File: src/rtl/fetch_sequencer_if.sv
// Issue handshake from the fetch sequencer to the execute datapath.
// The sequencer is the master; the datapath answers with instr_ready.
interface fetch_sequencer_if #(
  parameter int DATA_W = 8
);
  logic              instr_valid;
  logic              instr_ready;
  logic [DATA_W-1:0] instr_out;

  modport master (
    output instr_valid,
    output instr_out,
    input  instr_ready
  );

  modport slave (
    input  instr_valid,
    input  instr_out,
    output instr_ready
  );
endinterface

File: src/rtl/fetch_sequencer.sv
// Program sequencer: owns the PC, fetches from the ROM, resolves
// BR/RET/HALT locally and issues everything else to the datapath.
module fetch_sequencer #(
  parameter int                ADDR_W    = 5,
  parameter int                DATA_W    = 8,
  parameter logic [ADDR_W-1:0] RESET_PC  = '0,
  parameter logic [DATA_W-1:0] HALT_CODE = 8'hFF,
  parameter int                CNT_W     = 16
) (
  input  logic              clk,
  input  logic              rst_n,
  input  logic              start,
  output logic [ADDR_W-1:0] adr,
  input  logic [DATA_W-1:0] instr,
  input  logic              cmp_flag,
  fetch_sequencer_if.master iss,
  output logic [ADDR_W-1:0] pc,
  output logic              halted,
  output logic              busy,
  output logic [CNT_W-1:0]  retired
);

  typedef enum logic [2:0] {
    S_IDLE,
    S_FETCH,
    S_DECODE,
    S_ISSUE,
    S_HALTED
  } state_t;

  state_t            state;
  state_t            state_nxt;
  logic [DATA_W-1:0] ir;
  logic              is_halt;
  logic              is_br;
  logic              is_ret;
  logic              launch;
  logic              accept;
  logic [ADDR_W-1:0] tgt;
  logic [ADDR_W-1:0] pc_inc;

  assign is_halt = (ir == HALT_CODE);
  assign is_br   = (ir[DATA_W-1 -: 4] == 4'b1000);
  assign is_ret  = (ir[DATA_W-1 -: 4] == 4'b1011);
  assign tgt     = ADDR_W'(ir[3:0]);
  assign pc_inc  = pc + ADDR_W'(1);

  assign launch = start &&
                  (state == S_IDLE || state == S_HALTED);
  assign accept = (state == S_ISSUE) && iss.instr_ready;

  assign adr           = pc;
  assign iss.instr_out = ir;

  always_ff @(posedge clk or negedge rst_n) begin
    if (!rst_n) state <= S_IDLE;
    else        state <= state_nxt;
  end

  always_comb begin
    state_nxt = state;
    unique case (state)
      S_IDLE,
      S_HALTED: if (start) state_nxt = S_FETCH;
      S_FETCH:  state_nxt = S_DECODE;
      S_DECODE: begin
        unique case (1'b1)
          is_halt:       state_nxt = S_HALTED;
          is_br, is_ret: state_nxt = S_FETCH;
          default:       state_nxt = S_ISSUE;
        endcase
      end
      S_ISSUE:  if (iss.instr_ready) state_nxt = S_FETCH;
      default:  state_nxt = S_IDLE;
    endcase
  end

  always_comb begin
    iss.instr_valid = 1'b0;
    halted          = 1'b0;
    busy            = 1'b0;
    unique case (state)
      S_FETCH,
      S_DECODE: busy = 1'b1;
      S_ISSUE: begin
        busy            = 1'b1;
        iss.instr_valid = 1'b1;
      end
      S_HALTED: halted = 1'b1;
      default: ;
    endcase
  end

  // Control-flow words never leave this block and are not retired.
  always_ff @(posedge clk or negedge rst_n) begin
    if (!rst_n) begin
      pc      <= RESET_PC;
      ir      <= '0;
      retired <= '0;
    end else begin
      if (launch) begin
        pc      <= RESET_PC;
        retired <= '0;
      end
      if (state == S_FETCH) ir <= instr;
      if (state == S_DECODE) begin
        if (is_br)       pc <= cmp_flag ? tgt : pc_inc;
        else if (is_ret) pc <= tgt;
      end
      if (accept) begin
        pc      <= pc_inc;
        retired <= retired + CNT_W'(1);
      end
    end
  end

endmodule

File: src/flat_wrapper.sv
// flat-port wrapper written by rule: the top's interface ports become plain ports
module fetch_sequencer_flat 
#(
  parameter int                ADDR_W    = 5,
  parameter int                DATA_W    = 8,
  parameter logic [ADDR_W-1:0] RESET_PC  = '0,
  parameter logic [DATA_W-1:0] HALT_CODE = 8'hFF,
  parameter int                CNT_W     = 16
)
  (clk, rst_n, start, adr, instr, cmp_flag, pc, halted, busy, retired, iss_instr_valid, iss_instr_out, iss_instr_ready);
  fetch_sequencer_if #(.DATA_W(DATA_W)) iss_i ();
  input  logic clk;
  input  logic rst_n;
  input  logic start;
  output logic [ADDR_W-1:0] adr;
  input  logic [DATA_W-1:0] instr;
  input  logic cmp_flag;
  output logic [ADDR_W-1:0] pc;
  output logic halted;
  output logic busy;
  output logic [CNT_W-1:0] retired;
  output wire logic [$bits(iss_i.instr_valid)-1:0] iss_instr_valid;
  output wire logic [$bits(iss_i.instr_out)-1:0] iss_instr_out;
  input wire logic [$bits(iss_i.instr_ready)-1:0] iss_instr_ready;
  assign iss_instr_valid = iss_i.instr_valid;
  assign iss_instr_out = iss_i.instr_out;
  assign iss_i.instr_ready = iss_instr_ready;
  fetch_sequencer #(.ADDR_W(ADDR_W), .DATA_W(DATA_W), .RESET_PC(RESET_PC), .HALT_CODE(HALT_CODE), .CNT_W(CNT_W)) u_core (.clk(clk), .rst_n(rst_n), .start(start), .adr(adr), .instr(instr), .cmp_flag(cmp_flag), .iss(iss_i), .pc(pc), .halted(halted), .busy(busy), .retired(retired));
endmodule
File: config.mk
export PLATFORM = sky130hd
export DESIGN_NAME = fetch_sequencer_flat
export DESIGN_NICKNAME = d
export VERILOG_FILES = /design/src/rtl/fetch_sequencer_if.sv /design/src/rtl/fetch_sequencer.sv /design/src/flat_wrapper.sv
export SDC_FILE = /design/constraint.sdc
export NUM_CORES = 1
export LEC_CHECK = 0
export ABC_AREA = 1
export CAP_MARGIN = 0
export CORE_ASPECT_RATIO = 1.2
export CORE_MARGIN = 4
export CORE_UTILIZATION = 53
export CTS_CLUSTER_SIZE = 16
export DETAILED_ROUTE_END_ITERATION = 10
export DONT_BUFFER_PORTS = 1
export PLACE_DENSITY = 0.77
export SETUP_SLACK_MARGIN = 0.3
export SYNTH_ARGS = -nofsm -noshare
export SYNTH_HDL_FRONTEND = slang
export SYNTH_SLANG_ARGS = --single-unit
export TNS_END_PERCENT = 1
File: constraint.sdc
create_clock -name clk -period 1.9 [get_ports clk]
set_clock_uncertainty 0.2 [all_clocks]
set_input_delay 0.095 -clock clk [delete_from_list [all_inputs] [get_ports clk]]
set_output_delay 0.095 -clock clk [all_outputs]
set_load 0.05 [all_outputs]
## After elaboration in Yosys (flattened, before gate mapping)

Index checks and enable logic that the tools add are counted.

- Register bits after elaboration: 32
- Latch bits: 0
- Memory bits (writable): 0
- Bits in read-only memories: 0
- Bits of input ports: 13
- Output and inout port bits: 37
- Word-level logic and storage cells: 39
- Memories kept: 0

- $add $sub $neg: 2
- $mul: 0
- Divide/modulo/power cells: 0
- Magnitude comparators: 0
- Eq/ne operators: 9
- Shift-type cells: 0
- Mux-type cells: 15
- Bitwise operators: 0
- Reduce and logical (&&, ||, !) cells: 9

Operators by type and width:

| kind | number |
|---|---|
| 16-bit two-way mux | 2 |
| 5-bit two-way mux | 6 |
| 16-bit by 1-bit adder with 16-bit output (second input constant) | 1 |
| 3-bit case mux with 4 select lines | 1 |
| 4-bit equality test (second input constant) | 2 |
| 8-bit equality test (second input constant) | 1 |
| 3-bit by 2-bit equality test with 1-bit output (second input constant) | 2 |
| 3-bit two-way mux | 2 |
| 3-bit case mux with 2 select lines | 1 |
| 5-bit by 1-bit adder with 5-bit output (second input constant) | 1 |
| 2-bit inequality test (second input constant) | 2 |
| 2-bit OR reduction | 2 |
| 3-bit by 1-bit equality test with 1-bit output (second input constant) | 1 |
| 3-bit equality test (second input constant) | 1 |
| 3-bit zero test | 1 |
| 1-bit two-way mux | 3 |
| 3-bit OR reduction | 1 |
| 1-bit logical AND | 2 |
| 2-bit AND reduction | 1 |
| 2-bit nonzero test | 1 |
| 1-bit logical OR | 1 |

## Depth between registers and ports, before layout

- Word-level depth: 8
- Gate-level depth with buffers: 9
- Gate-level depth less buffers: 9

## Worst setup path before layout

OpenSTA, ideal clock, no wires.

- Path kind: reg2reg
- Start point: reg u_core.retired[0]
- End point: reg u_core.retired[14]
- Library setup time: 0.117 ns
- Data arrival time: 1.490 ns
- Path slack: 0.093 ns
- Stages on the path, launching flop included: 9
- Path buffers: 0
- Period minus slack after synthesis: 1.807 ns
- Cells stage by stage: dfrtp_1 > ha_1 > nand2_1 > inv_1 > nand3_1 > inv_1 > nand2_1 > nor2_1 > nor2_1

- Cells in the longest elaborated chain, start to end: 2

Ends and longest elaborated chain:

| element | RTL line | text |
|---|---|---|
| start: declaration | fetch_sequencer.sv:20 | `output logic [CNT_W-1:0] retired` |
| start signal: assignment | fetch_sequencer.sv:112 | `retired <= retired + CNT_W'(1);` |
| 16-bit by 1-bit adder with 16-bit output | fetch_sequencer.sv:112 |  |
| 16-bit two-way mux | fetch_sequencer.sv:110 | `if (accept) begin` |

No other way between the ends.
A chain may end at the register's enable or synchronous reset.

## Worst setup path in the final report

- Start point: reg u_core.state[0]
- End point: reg u_core.retired[6]

- Cells in the longest elaborated chain, start to end: 4
- Elaborated cells on any way between the ends: 8

Ends and longest elaborated chain:

| element | RTL line | text |
|---|---|---|
| start: declaration | fetch_sequencer.sv:31 | `state_t state;` |
| start signal: assignment | fetch_sequencer.sv:57 | `else state <= state_nxt;` |
| 3-bit equality test or 3-bit zero test (tied branches) | fetch_sequencer.sv:49 | `(state == S_IDLE \|\| state == S_HALTED);` |
| 1-bit logical OR | fetch_sequencer.sv:49 |  |
| 1-bit logical AND | fetch_sequencer.sv:48 | `assign launch = start &&` |
| 2-bit nonzero test (no source line) | - |  |

Parallel ways exist; a longest one is shown, timed or not.

==> run_results.csv <==
group,metric,value,unit
cts,cts_buffer_depth,2,
cts,clockRootBuffer,"clkbuf_8",
cts,cts_setup_buffers,0,
route,drt_wl_total,4.41,mm
timing,rsz0062_at_grt,"true",
critical_path,critPathMostFrequentCell,"nand3_1",
yosys,synth-warning-count,0,
yosys,synth_area_per_cell,7.48,um2
power,ir_worst_vdd,1.09,mV
yosys,ys_ff_latch,32,
worst_hold_path,min_path_type,"in -> async",
layout,nets,309,
global_routing,track_usage,0.204,
critical_path,critPathRequiredTime,1850,ps
critical_path,path_max_fanout,14,
timing,period_share,0.840,
timing,worstMarginPinSlew,527,ps
global_routing,grt_pass1_wl,7.47,mm
floorplanning,core_region_area,3400,um2
layout,final_cell_mix,"nand2_1 (63), inv_1 (34), nor2_1 (30)",
cts,cts.clk_slew.worst_paths,60,ps
critical_path,cp_slowest_cell,"dfrtp_1",
layout,antenna_cells,0,
yosys,synth.distinct_cells,29,
timing,fin_setup_tns,0,ps
timing,slew_violations,0,
route,drt_iter0_markers,172,
floorplanning,dieArea,4580,um2
place,hpwl,3.13,mm
global_routing,grt_max_degree,33,
route,wire_per_inst,13.3,um
route,first_pass_iters,4,
global_routing,antenna_found_initial,0,
critical_path,rr_startpoint,"u_core.state[0]$_DFFE_PN0P_",
yosys,syn_nets,267,
cts,insertion_delay,280,ps
yosys,postSynthCellCount,252,
critical_path,cp_slowest_stage_delay,410,ps
critical_path,critPathKind,"reg -> reg",
critical_path,crit_chain,"nand2_2 -> nor2_4 -> nand2_8 -> inv_6 -> nand3_1 -> nand3_1 -> o21ai_0",
layout,drive_above_1_share,0.261,
critical_path,worstSetupStartpointType,"flop",
cts,cts_buffers,5,
yosys,ys.flop_type,"dfrtp_1",
route,route.detailed.drc,0,
global_routing,grt_pass1_vias,1793,
timing,whs,56.2,ps
timing,final_hold_viol_count,0,
critical_path,cp_top_family,"simple AND/OR/NAND/NOR gates",
cts,clock_sinks,32,
timing,period_needed,1600,ps
place,place_congestion,0.940,
layout,syn_to_final_growth,26.9,%
route,via_per_inst,5.25,
timing,finalSetupViolCount,0,
layout,utilization,0.704,
layout,final_common_cell,"nand2_1",
place,placed_cell_area,2090,um2
power,p_total,3.55,mW
global_routing,overflow,0,
critical_path,critPathBufInv,1,
timing,fmax,627,MHz
critical_path,cp-end-kind,"flop",
critical_path,crit_arrival,1550,ps
yosys,async_flop_share,1.00,
yosys,syn_area,1880,um2
timing,relSlewSlack,0.649,
floorplanning,rows,23,
route,ant_nets,0,
yosys,yosysSeqAreaShare,0.425,
place,numPortBuffers,0,
layout,postLayoutCellArea,2390,um2
status,status,"finished clean",
cts,cts_tree,"built",
cts,htreeDepth,2,
critical_path,crit_start,"u_core.state[0]$_DFFE_PN0P_",
floorplanning,die_h,73.3,um
floorplanning,pin_count,50,
floorplanning,floorplan.initialDensity,0.555,
power,leakage,1.18,nW
yosys,synth_edf_count,0,
power,power_density,1490,nW/um2
floorplanning,die_x,62.4,um
route,vias,1742,
job,drv_cap,0,
==> per-layer routing <==
metal | share of wire | wire length [um] | GRT usage
met5 | 0 | 0 | 0
met4 | 0.015 | 65 | 0.0980
met3 | 0.056 | 246 | 0.0489
met2 | 0.54 | 2390 | 0.378
met1 | 0.39 | 1710 | 0.219
==> per-stage QoR <==
| step | std cells | setup slack (ps) |
|---|---|---|
| final | 332 | 305 |
| after global routing | 332 | 179 |
| after CTS | 331 | 292 |
| after detailed placement | 310 | 216 |
| after global placement | 310 | 277 |
| after floorplan | 252 | 248 |
==> registers in the layout, indices dropped and copies added (netlist names) <==
name and count:
u_core.adr 5, u_core.iss.instr_out 8, u_core.retired 16, u_core.state 3
==> synthesized netlist by cell type, drive strengths merged, types with 2 or more instances <==
| cell type | number | area share |
|---|---|---|
| xor2 | 2 | 0.0093 |
| nor2 | 38 | 0.094 |
| inv | 36 | 0.072 |
| nand4 | 2 | 0.0066 |
| nand2 | 71 | 0.15 |
| ha | 2 | 0.013 |
| buf | 8 | 0.036 |
| mux2 | 4 | 0.024 |
| nor3 | 2 | 0.0080 |
| a21oi | 13 | 0.041 |
| o211ai | 2 | 0.0080 |
| nand3 | 21 | 0.056 |
| dfrtp | 32 | 0.42 |
| o21ai | 12 | 0.034 |
| o22ai | 2 | 0.0066 |
==> worst reg2reg max path, stage by stage, from the launching register on <==
cell,delay (ps)
dfrtp_1,410
nand2_2,100
nor2_4,160
nand2_8,140
inv_6,140
nand3_1,110
nand3_1,100
o21ai_0,110
==> cell type report <==
class / count / area [um2]
Inverter: 37 / 144
Timing Repair Buffer: 43 / 368
Sequential cell: 32 / 813
Tap cell: 37 / 46.3
Multi-Input combinational cell: 175 / 920
Fill cell: 274 / 1000
Clock buffer: 8 / 100
==> logic make-up after synthesis <==
kind of cell,after synthesis,synth area share
flops,32,0.425
mux,4,0.0239
compound gates,30,0.0930
xor+xnor,3,0.0139
simple gates,136,0.321
buf+inv,45,0.110
fa+ha+maj,2,0.0133
==> where the power goes <==
part	leakage [nW]	internal, mW	switching [mW]	total (mW)
Sequential	0.400	0.865	0.259	1.12
Combinational	0.724	0.531	1.32	1.86
Clock	0.0515	0.330	0.242	0.572
==> final timing paths <==
path	cells past startpoint	end	slack (ps)
max	7	u_core.retired[6]$_DFFE_PN0P_	300
min	2	u_core.retired[6]$_DFFE_PN0P_	60
max reg2reg	7	u_core.retired[6]$_DFFE_PN0P_	300
min reg2reg	1	u_core.retired[0]$_DFFE_PN0P_	350
max in group asynchronous	2	u_core.iss.instr_out[7]$_DFFE_PN0P_	1250
min in group clk	2	u_core.iss.instr_out[5]$_DFFE_PN0P_	300
==> timing repair <==
action | in CTS | in global routing
pin swaps | 0 | 0
resized for setup | 1 | 15
setup endpoints to repair | 8 | 23
endpoints found under the hold margin | 53 | 11
hold buffers | 13 | 1
Power figures use the tool's default switching activity.
